<file path="config.mk">
export PLATFORM = sky130hd
export DESIGN_NAME = acs_scheduler
export DESIGN_NICKNAME = d
export VERILOG_FILES = /design/src/rtl/vit_pkg.sv /design/src/rtl/acs_scheduler_acs.sv /design/src/rtl/acs_scheduler.sv
export SDC_FILE = /design/constraint.sdc
export NUM_CORES = 1
export LEC_CHECK = 0
export CAP_MARGIN = 20
export CORE_ASPECT_RATIO = 1.1
export CORE_MARGIN = 10
export CORE_UTILIZATION = 50
export DETAILED_ROUTE_END_ITERATION = 8
export GPL_ROUTABILITY_DRIVEN = 0
export PLACE_DENSITY_LB_ADDON = 0.08
export SETUP_SLACK_MARGIN = 0.05
export SKIP_LAST_GASP = 1
export SLEW_MARGIN = 20
export SYNTH_ARGS = -nofsm -noshare
export SYNTH_HDL_FRONTEND = slang
export SYNTH_SLANG_ARGS = --single-unit
</file>
<file path="constraint.sdc">
create_clock -name clk -period 10.15 [get_ports clk]
set_clock_uncertainty 0.2 [all_clocks]
set_input_delay 2.03 -clock clk [delete_from_list [all_inputs] [get_ports clk]]
set_output_delay 2.03 -clock clk [all_outputs]
set_load 0.02 [all_outputs]
</file>
<file path="src/rtl/vit_pkg.sv">
`default_nettype none
// ============================================================================
// Module      : vit_pkg
// Description : Types and helpers shared by the Viterbi decoder blocks:
//               path/branch metric types, trellis state type, scheduler
//               FSM encoding and the rate-1/2 encoder codeword function.
// Revision    : 1.0 - initial release
// ============================================================================
package vit_pkg;

    // Constraint length the shared types and helpers are sized for.
    localparam int VIT_K = 4;

    typedef logic [7:0]       pm_t;     // path metric, 8-bit modular
    typedef logic [1:0]       bm_t;     // branch metric
    typedef logic [VIT_K-2:0] state_t;  // trellis state index

    typedef enum logic [1:0] {
        IDLE = 2'd0,
        ACS  = 2'd1,
        EMIT = 2'd2
    } sched_state_e;

    // Encoder output for input bit u leaving predecessor state pred.
    // The encoder register is {u, pred}; bit K-1 holds the newest input.
    // Result is {bit from g0, bit from g1}, i.e. the branch-metric index.
    function automatic logic [1:0] codeword(
        input logic             u,
        input logic [VIT_K-2:0] pred,
        input logic [VIT_K-1:0] g0,
        input logic [VIT_K-1:0] g1
    );
        logic [VIT_K-1:0] enc;
        enc = {u, pred};
        return {^(enc & g0), ^(enc & g1)};
    endfunction

endpackage
`default_nettype wire

</file>
<file path="src/rtl/acs_scheduler_acs.sv">
`default_nettype none
// ============================================================================
// Module      : acs_scheduler_acs
// Description : Combinational add-compare-select for one trellis state.
//               Adds each branch metric to its predecessor path metric and
//               keeps the cheaper valid path.
// Ports       : path0_pmc/path0_valid/bmc0 - predecessor with LSB 0
//               path1_pmc/path1_valid/bmc1 - predecessor with LSB 1
//               path_cost  - surviving path metric (0 when none valid)
//               valid_o    - at least one predecessor was valid
//               selection  - 1 when the LSB-1 predecessor survives
// Revision    : 1.0 - initial release
// ============================================================================
module acs_scheduler_acs
    import vit_pkg::*;
(
    input  pm_t  path0_pmc,
    input  logic path0_valid,
    input  bm_t  bmc0,
    input  pm_t  path1_pmc,
    input  logic path1_valid,
    input  bm_t  bmc1,
    output pm_t  path_cost,
    output logic valid_o,
    output logic selection
);

    pm_t w_cost0;
    pm_t w_cost1;

    assign w_cost0 = path0_pmc + {6'd0, bmc0};
    assign w_cost1 = path1_pmc + {6'd0, bmc1};

    always_comb begin
        path_cost = '0;
        valid_o   = 1'b0;
        selection = 1'b0;
        if (path0_valid && path1_valid) begin
            valid_o = 1'b1;
            // Equal costs keep path 0.
            if (w_cost1 < w_cost0) begin
                selection = 1'b1;
                path_cost = w_cost1;
            end else begin
                path_cost = w_cost0;
            end
        end else if (path0_valid) begin
            valid_o   = 1'b1;
            path_cost = w_cost0;
        end else if (path1_valid) begin
            valid_o   = 1'b1;
            selection = 1'b1;
            path_cost = w_cost1;
        end
    end

endmodule
`default_nettype wire

</file>
<file path="src/rtl/acs_scheduler.sv">
`default_nettype none
// ============================================================================
// Module      : acs_scheduler
// Description : Time-multiplexes one ACS unit over all 2**(K-1) trellis
//               states of a rate-1/2 Viterbi decoder. Keeps ping-pong path
//               metric banks and emits one decision vector per symbol with
//               the best state and its metric.
// Ports       : clk, rst_n          - clock, async active-low reset
//               init                - restart trellis (honoured in IDLE only)
//               bm_valid/bm_ready/bm- branch metrics, bm[c] for codeword c
//               dec_valid/dec_ready - decision vector handshake
//               dec_bits            - per-state ACS selection
//               best_state/best_pm  - minimum new path metric, lowest index
//               busy                - high while in ACS or EMIT
// Revision    : 1.0 - initial release
// ============================================================================
module acs_scheduler
    import vit_pkg::*;
#(
    parameter int           K  = 4,
    parameter logic [K-1:0] G0 = 4'b1101,
    parameter logic [K-1:0] G1 = 4'b1111
) (
    input  logic                  clk,
    input  logic                  rst_n,
    input  logic                  init,
    input  logic                  bm_valid,
    output logic                  bm_ready,
    input  bm_t  [3:0]            bm,
    output logic                  dec_valid,
    input  logic                  dec_ready,
    output logic [2**(K-1)-1:0]   dec_bits,
    output logic [K-2:0]          best_state,
    output pm_t                   best_pm,
    output logic                  busy
);

    localparam int NUM_STATES = 2**(K-1);
    // Only state 0 is reachable right after a restart.
    localparam logic [NUM_STATES-1:0] INIT_VALID = {{(NUM_STATES-1){1'b0}}, 1'b1};

    sched_state_e            r_state;
    logic [K-2:0]            r_cnt;
    logic                    r_sel;          // bank currently read
    logic                    r_norm;         // subtract 128 on read this symbol
    bm_t  [3:0]              r_bm;
    pm_t                     r_pm [2][NUM_STATES];
    logic [NUM_STATES-1:0]   r_v  [2];
    logic [NUM_STATES-1:0]   r_dec_acc;
    pm_t                     r_min_pm;
    logic [K-2:0]            r_min_st;
    logic                    r_found;
    logic                    r_all_msb;

    logic                    w_wr_sel;
    logic                    w_u;
    logic [K-2:0]            w_p0;
    logic [K-2:0]            w_p1;
    pm_t                     w_pm0;
    pm_t                     w_pm1;
    logic                    w_v0;
    logic                    w_v1;
    bm_t                     w_bmc0;
    bm_t                     w_bmc1;
    pm_t                     w_cost;
    logic                    w_valid;
    logic                    w_sel;
    logic                    w_take;
    pm_t                     w_min_pm_n;
    logic [K-2:0]            w_min_st_n;
    logic                    w_all_msb_n;

    // A new symbol is only taken in IDLE and never in the cycle init is seen.
    assign bm_ready = (r_state == IDLE) && !init;
    assign w_wr_sel = ~r_sel;

    // Predecessors of state s are {s[K-3:0], b}; the input bit is s[K-2].
    assign w_u  = r_cnt[K-2];
    assign w_p0 = {r_cnt[K-3:0], 1'b0};
    assign w_p1 = {r_cnt[K-3:0], 1'b1};

    always_comb begin
        w_pm0  = r_pm[r_sel][w_p0];
        w_pm1  = r_pm[r_sel][w_p1];
        w_v0   = r_v[r_sel][w_p0];
        w_v1   = r_v[r_sel][w_p1];
        // All valid metrics had their MSB set last symbol, so clearing it
        // is an exact subtraction of 128.
        if (r_norm) begin
            w_pm0[7] = 1'b0;
            w_pm1[7] = 1'b0;
        end
        w_bmc0 = r_bm[codeword(w_u, w_p0, G0, G1)];
        w_bmc1 = r_bm[codeword(w_u, w_p1, G0, G1)];
    end

    acs_scheduler_acs u_acs (
        .path0_pmc   (w_pm0),
        .path0_valid (w_v0),
        .bmc0        (w_bmc0),
        .path1_pmc   (w_pm1),
        .path1_valid (w_v1),
        .bmc1        (w_bmc1),
        .path_cost   (w_cost),
        .valid_o     (w_valid),
        .selection   (w_sel)
    );

    // Running minimum and MSB tracking including the state written now.
    // States are visited in ascending order, so strict < keeps the lowest.
    always_comb begin
        w_take      = w_valid && (!r_found || (w_cost < r_min_pm));
        w_min_pm_n  = w_take ? w_cost : r_min_pm;
        w_min_st_n  = w_take ? r_cnt  : r_min_st;
        w_all_msb_n = r_all_msb && (!w_valid || w_cost[7]);
    end

    always_ff @(posedge clk or negedge rst_n) begin
        if (!rst_n) begin
            r_state    <= IDLE;
            r_cnt      <= '0;
            r_sel      <= 1'b0;
            r_norm     <= 1'b0;
            r_bm       <= '0;
            for (int b = 0; b < 2; b++) begin
                r_v[b] <= INIT_VALID;
                for (int i = 0; i < NUM_STATES; i++) begin
                    r_pm[b][i] <= '0;
                end
            end
            r_dec_acc  <= '0;
            r_min_pm   <= '0;
            r_min_st   <= '0;
            r_found    <= 1'b0;
            r_all_msb  <= 1'b1;
            dec_valid  <= 1'b0;
            dec_bits   <= '0;
            best_state <= '0;
            best_pm    <= '0;
            busy       <= 1'b0;
        end else begin
            case (r_state)
                IDLE: begin
                    if (init) begin
                        for (int i = 0; i < NUM_STATES; i++) begin
                            r_pm[r_sel][i] <= '0;
                        end
                        r_v[r_sel] <= INIT_VALID;
                        r_norm     <= 1'b0;
                    end else if (bm_valid) begin
                        r_bm      <= bm;
                        r_cnt     <= '0;
                        r_found   <= 1'b0;
                        r_all_msb <= 1'b1;
                        busy      <= 1'b1;
                        r_state   <= ACS;
                    end
                end
                ACS: begin
                    r_pm[w_wr_sel][r_cnt] <= w_cost;
                    r_v[w_wr_sel][r_cnt]  <= w_valid;
                    r_dec_acc[r_cnt]      <= w_sel;
                    r_min_pm              <= w_min_pm_n;
                    r_min_st              <= w_min_st_n;
                    r_found               <= r_found | w_valid;
                    r_all_msb             <= w_all_msb_n;
                    if (&r_cnt) begin
                        r_sel   <= w_wr_sel;
                        r_norm  <= w_all_msb_n;
                        r_state <= EMIT;
                    end else begin
                        r_cnt <= r_cnt + 1'b1;
                    end
                end
                EMIT: begin
                    // First EMIT cycle loads the output registers; they then
                    // hold until the traceback takes them.
                    if (!dec_valid) begin
                        dec_valid  <= 1'b1;
                        dec_bits   <= r_dec_acc;
                        best_state <= r_min_st;
                        best_pm    <= r_min_pm;
                    end else if (dec_ready) begin
                        dec_valid <= 1'b0;
                        busy      <= 1'b0;
                        r_state   <= IDLE;
                    end
                end
                default: begin
                    r_state <= IDLE;
                end
            endcase
        end
    end

endmodule
`default_nettype wire

</file>
Word level (Yosys, flattened, before mapping)
Index checks and enable logic that the tools add are counted.
- bits in registers: 201
- latch bits: 0
- bits in writable memories: 0
- memory bits (read-only): 0
- input bits: 13
- output and inout bits: 22
- logic and storage cells: 212
- memories kept: 0
- $add $sub $neg: 3
- multipliers: 0
- divide/modulo/power cells: 0
- magnitude comparators: 16
- equality and inequality tests: 9
- shifts and indexed selects: 0
- multiplexer cells: 89
- bitwise logic cells: 28
- reductions and logical operators: 31
- operators by type and width (operator ; number):
    128-bit bitwise AND ; 8
    128-bit NOT ; 8
    64-bit demux with 1-bit select ; 9
    64-bit 2-to-1 mux ; 5
    128-bit one-hot mux with 2 select lines ; 1
    128-bit bitwise mux ; 1
    128-bit 2-to-1 mux ; 1
    8-bit 2-to-1 mux ; 15
    56-bit 2-to-1 mux ; 1
    8-bit binary-select mux with 3-bit select ; 2
    48-bit 2-to-1 mux ; 1
    40-bit 2-to-1 mux ; 1
    16-bit 2-to-1 mux ; 2
    32-bit 2-to-1 mux ; 1
    16-bit one-hot mux with 2 select lines ; 1
    8-bit demux with 3-bit select ; 1
    24-bit 2-to-1 mux ; 1
    1-bit 2-to-1 mux ; 21
    8-bit by 2-bit adder with 8-bit output ; 2
    16-bit bitwise mux ; 1
    8-bit demux with 1-bit select ; 2
    8-bit less-than comparator ; 2
    4-bit parity ; 4
    14-bit bitwise AND ; 1
    35 further kinds ; 84

Depth between registers and ports, before layout
- depth after elaboration: 16
- gate-level depth with buffers: 31
- depth with buffers taken out: 24

Hierarchy
A second synthesis with hierarchy kept.
- cells, all modules: 1023
- area total of the unflattened synthesis: 10661.5 µm²
- by module, submodules not included (module ; times used ; cells an instance ; area an instance (µm²) ; sequential area each (µm²)):
    acs_scheduler ; 1 ; 941 ; 10047.1 ; 5033.6
    acs_scheduler_acs ; 1 ; 82 ; 614.3 ; 0.0

Least setup slack after synthesis
OpenSTA, ideal clock, no wires.
- kind: flip-flop to flip-flop
- start: register r_sel
- end: register r_min_pm[0]
- library setup time: 0.125 ns
- arrival: 6.721 ns
- required time: 9.825 ns
- path slack: 3.104 ns
- stages on the path, launching flop included: 31
- buffers on the path: 7
- clock period less this slack: 7.046 ns
- cells stage by stage: dfrtp_1 -> buf_6 -> buf_6 -> buf_2 -> clkbuf_1 -> buf_1 -> mux4_2 -> nand2_1 -> nand2_1 -> ha_1 -> a21oi_1 -> or4_4 -> nor4_1 -> xnor2_1 -> inv_1 -> ha_1 -> a21oi_1 -> a21oi_1 -> a31oi_4 -> a2bb2oi_2 -> buf_4 -> inv_1 -> ha_1 -> a21o_1 -> a21o_1 -> a21oi_1 -> and3_1 -> nand3b_1 -> o21a_1 -> buf_6 -> mux2_4
- cells in the longest elaborated chain, start to end: 16
- elaborated cells on any way between the ends: 34
- those cells by class: 2 x add/sub; 2 x order compare; 25 x mux; 1 x bitwise; 4 x reduce/logical
- RTL lines (what ; RTL line ; text):
    start: declaration ; acs_scheduler.sv:44 ; logic r_sel;
    start signal: assignment ; acs_scheduler.sv:168 ; r_sel <= w_wr_sel;
    1-bit NOT with 2-bit output (implied by the code) * ; - ;
    64-bit 2-to-1 mux (implied by the code) (3 in series) ; acs_scheduler.sv:83, acs_scheduler.sv:84 ;
    8-bit binary-select mux with 3-bit select (on tied branches) ; acs_scheduler.sv:84, acs_scheduler.sv:83 ;
    8-bit 2-to-1 mux (on tied branches) (2 in series) ; acs_scheduler.sv:84, acs_scheduler.sv:83 ;
    1-bit 2-to-1 mux ; acs_scheduler.sv:89 ; if (r_norm) begin
    8-bit by 2-bit adder with 8-bit output (on tied branches) ; acs_scheduler_acs.sv:32, acs_scheduler_acs.sv:31 ;
    8-bit less-than comparator ; acs_scheduler_acs.sv:41 ; if (w_cost1 < w_cost0) begin
    8-bit 2-to-1 mux ; acs_scheduler_acs.sv:41 ;
    8-bit 2-to-1 mux * ; acs_scheduler_acs.sv:38 ; if (path0_valid && path1_valid) begin
    net u_acs.path_cost[5] ; acs_scheduler_acs.sv:23 ; output pm_t path_cost,
    8-bit less-than comparator * ; acs_scheduler.sv:112 ; w_take = w_valid && (!r_found || (w_cost < r_min_pm));
    1-bit logical OR * ; acs_scheduler.sv:112 ;
    1-bit logical AND * ; acs_scheduler.sv:112 ;
    2-bit AND reduction (no source line) * ; - ;
    end signal: assignment ; acs_scheduler.sv:163 ; r_min_pm <= w_min_pm_n;
    end: declaration ; acs_scheduler.sv:50 ; pm_t r_min_pm;
The timed path passes the listed nets; every way through them passes the cells marked *. The select of a mux whose other input is x is not followed.
A chain may end at the register's enable or synchronous reset.

Worst setup path in the final report
- start: register r_cnt[1]
- end: register r_min_st[2]
- cells in the longest elaborated chain, start to end: 13
- elaborated cells on any way between the ends: 37
- those cells by class: 2 x add/sub; 2 x order compare; 23 x mux; 2 x bitwise; 8 x reduce/logical
- RTL lines (what ; RTL line ; text):
    start: declaration ; acs_scheduler.sv:43 ; logic [K-2:0] r_cnt;
    start signal: assignment ; acs_scheduler.sv:172 ; r_cnt <= r_cnt + 1'b1;
    3-bit NOT with 4-bit output (on tied branches) ; acs_scheduler.sv:84, acs_scheduler.sv:83 ;
    8-bit binary-select mux with 3-bit select (on tied branches) ; acs_scheduler.sv:84, acs_scheduler.sv:83 ;
    8-bit 2-to-1 mux (on tied branches) (2 in series) ; acs_scheduler.sv:84, acs_scheduler.sv:83 ;
    1-bit 2-to-1 mux ; acs_scheduler.sv:89 ;
    8-bit by 2-bit adder with 8-bit output (on tied branches) ; acs_scheduler_acs.sv:32, acs_scheduler_acs.sv:31 ;
    8-bit less-than comparator ; acs_scheduler_acs.sv:41 ;
    8-bit 2-to-1 mux ; acs_scheduler_acs.sv:41 ;
    8-bit 2-to-1 mux * ; acs_scheduler_acs.sv:38 ;
    net u_acs.path_cost[5] ; acs_scheduler_acs.sv:23 ;
    8-bit less-than comparator * ; acs_scheduler.sv:112 ;
    1-bit logical OR * ; acs_scheduler.sv:112 ;
    1-bit logical AND * ; acs_scheduler.sv:112 ;
    2-bit AND reduction (no source line) * ; - ;
    end signal: assignment ; acs_scheduler.sv:164 ; r_min_st <= w_min_st_n;
    end: declaration ; acs_scheduler.sv:51 ; logic [K-2:0] r_min_st;
Marked as above.

==> impl_metrics.toml <==
[detailed_routing]
drtIter0Drc = 639
routed_via_density = 5.99
vias = 6923
first_pass_iters = 5
drt_wl_total_um = 26100
wl_per_cell_um = 22.6
drcViolationCount = 0
ant_nets = 0

[yosys]
synth_adder_area_share = 0.0339
synth_mux_area_frac = 0.157
synth_top_family_by_area = "multiplexers"
ys_ff_latch = 201
avgSynthCellArea_sq_um = 11.2
synthFlopType = "dfrtp_1"
synth_enable_flop_cells = 0
yosysWarnings = 0
syn_inst = 862
synth-simple-area-share = 0.114
synth.distinct_cells = 55
synth.yosys.seq_area_share = 0.520
async_flop_share = 1.00
syn_nets = 900
synthXorXnorAreaFrac = 0.00995
syn-cell-area_sq_um = 9680
synth_compound_area_frac = 0.135

[place]
io_buffers = 34
dp_slack_ps = 2360
dp.final_hpwl_um = 17700
dp_cells = 1117

[sta]
fin_ws_ps = 2210
hold_viol = 0
fin_setup_tns_ps = 0
slew_violations = 0
setup_viol_count_final = 0
post-route-period-util = 0.782
post-route-min-period_ps = 7940
worst_pin_slew_ps = 1070
fmax_ghz = 0.126
rsz0062_at_grt = "no"
slew_headroom = 0.283

[cts]
cts_root_buf = "clkbuf_16"
post_cts_resized = 0
clkLatencyLatePin_ps = 520
hold_buffers = 0
clk_path_buf_depth = 3
cts_max_level = 1
cts_tree = "built"
numCtsBuffers = 23
clk_pin_slew_ps = 50
cts_setup_buffers = 0
cts_sinks = 201

[cells_and_area]
area.growth.synth_to_final_pct = 13.2
nets = 933
fill_cells = 1647
postLayoutCoreUtil = 0.574
antenna-diode-count = 0
final_cells = 1155
drive_gt1_frac = 0.169

[global_routing]
gr-total-overflow = 0
grt_usage = 0.208
grt_max_degree = 87
busiest_layer = "met2"
use_met1 = 0.279
grt_pass1_vias = 7289
grt_pass1_wl_um = 42600
globalRouteMet3Util = 0.0365
antenna_found_initial = 0
met2_usage = 0.337

[critical_path]
crit_type = "reg2reg"
required_ps = 10340
crit_arrival_ps = 8130
endpoint_kind = "flop"
crit_path_max_fanout = 20
startpoint_type = "flop"

[power_and_ir_drop]
finalPower_mw = 3.44
power_density_nw_per_um2 = 314
p_leak_nw = 4.98
ir_drop_uv = 246

[die]
dieArea_sq_um = 25300
num_rows = 53
fp.dieW_um = 153
fp.dieH_um = 166
start_util = 0.507
coreArea_sq_um = 19100
io_pins = 35

[outcome]
status = "complete, no violations"

[run]
maxCapViolations = 0

[min_path]
hp-class = "reg2reg"
## layout by cell type (no fill, tap or decap), drive strengths merged, types with 5 or more instances in the layout
cell | netlist | layout
xnor2 | 8 | 8
a21oi | 15 | 15
mux2 | 48 | 48
inv | 22 | 23
a22o | 16 | 16
clkdlybuf4s50 | 0 | 33
a211oi | 5 | 5
and2 | 6 | 6
dfrtp | 198 | 198
nand2b | 10 | 10
or2 | 6 | 6
mux4 | 36 | 36
buf | 23 | 13
clkbuf | 16 | 34
a2bb2oi | 7 | 7
o21ai | 149 | 149
ha | 23 | 23
mux2i | 15 | 15
nor3 | 6 | 6
and3 | 9 | 9
nor2 | 20 | 20
nand3 | 11 | 11
a21o | 5 | 5
nand2 | 172 | 172
## worst max-delay path: stages, from the launching register on
cell       delay [ps]
dfrtp_1           750
inv_2             370
ha_1              490
mux4_2            570
ha_1              300
a21oi_1            60
or4_4             450
xnor2_1           400
ha_1              200
o21ai_0            90
o21bai_1          150
a21oi_1           120
a21oi_1           420
a31oi_4           370
a2bb2oi_2         770
inv_1             110
ha_1              330
a21o_1            110
a21o_1            100
a21oi_1            70
and3_1            190
a22oi_1           200
o21a_1            570
mux2_2            400
## state kept, by name (all words and copies together), names as in the netlist
| name | cells |
|---|---|
| r_min_pm | 8 |
| r_found | 1 |
| r_sel | 1 |
| r_state | 2 |
| r_norm | 1 |
| r_dec_acc | 8 |
| busy | 1 |
| r_cnt | 3 |
| r_pm | 128 |
| r_v | 16 |
| r_min_st | 3 |
| r_all_msb | 1 |
| dec_valid | 1 |
| dec_bits | 8 |
| best_pm | 8 |
| best_state | 3 |
| r_bm | 8 |
## per-layer routing
layer / share of wire / vias to the layer above / wire length [um]
met3: 0.064 / 31 / 1680
li1: - / 3129 / -
met5: 0 / - / 0
met2: 0.48 / 256 / 12600
met1: 0.43 / 3507 / 11300
met4: 0.022 / 0 / 571
## per-stage QoR
step	instance area (sq um)	hold slack, ps
2_1_floorplan	9680	242
3_3_place_gp	10200	256
3_5_place_dp	10200	266
4_1_cts	11000	278
5_1_grt	11000	300
6_report	11000	275
## power by group
group	leakage (nW)	total, mW	switching (mW)	internal, mW
clock network	0.360	0.811	0.317	0.494
registers	2.73	1.16	0.170	0.989
logic	1.88	1.47	0.883	0.586
## final timing paths
path | to | depth (start not counted) | from | slack (ps)
worst max register to register | r_min_st[2] | 23 | r_cnt[1] | 2210
worst min-delay path | r_pm[70] | 2 | r_pm[70] | 270
max in group asynchronous | r_cnt[0] | 2 | rst_n | 7080
min in group asynchronous | r_v[5] | 1 | rst_n | 1390
worst max-delay path | r_min_st[2] | 23 | r_cnt[1] | 2210
worst min register to register | r_pm[70] | 2 | r_pm[70] | 270
## layout make-up
class,count,area [sq um],share of cell area
flip-flops and latches,201,5040,0.460
well taps,247,309,0.0282
clock buffers,33,653,0.0596
inverters,22,82.6,0.00754
repair buffers,47,454,0.0414
clock inverters,5,78.8,0.00719
multi-input cells,600,4340,0.396
## cells by family after synthesis
kind of cell	Yosys count
buffers and inverters	61
multiplexers	99
adder cells (fa/ha/maj)	25
flip-flops	201
XOR/XNOR	11
AO/OA/AOI/OAI	212
AND/OR/NAND/NOR	253
## cell usage after synthesis, types with 2 or more instances
library cell	number	area share
o21ai_0	128	0.066
mux2_2	45	0.052
and2_1	6	0.0039
clkbuf_1	15	0.0058
buf_4	5	0.0039
fa_1	2	0.0041
a2bb2oi_2	4	0.0062
mux2i_1	15	0.016
mux2_4	3	0.0047
nor2_1	20	0.0078
nor3_1	6	0.0031
xor2_1	3	0.0027
o221ai_1	2	0.0018
a21oi_1	15	0.0078
nand2b_1	10	0.0065
xnor2_1	8	0.0072
o22ai_1	3	0.0019
or2_2	6	0.0039
dfrtp_1	198	0.51
nand4_1	2	0.0013
o21ai_1	21	0.011
or4_4	2	0.0023
a211oi_1	4	0.0031
and3_1	9	0.0058
a21o_1	5	0.0039
ha_1	23	0.030
buf_1	7	0.0027
mux4_2	35	0.081
a2bb2oi_4	2	0.0054
inv_1	21	0.0081
nand2_1	172	0.067
nor2b_1	3	0.0019
a31oi_4	2	0.0044
o211ai_1	2	0.0015
dfstp_2	3	0.0081
buf_2	4	0.0021
or3_1	2	0.0013
nand3_1	11	0.0057
a22o_1	16	0.014
buf_6	7	0.0081
No activity file was read; power rests on OpenSTA's default activity.
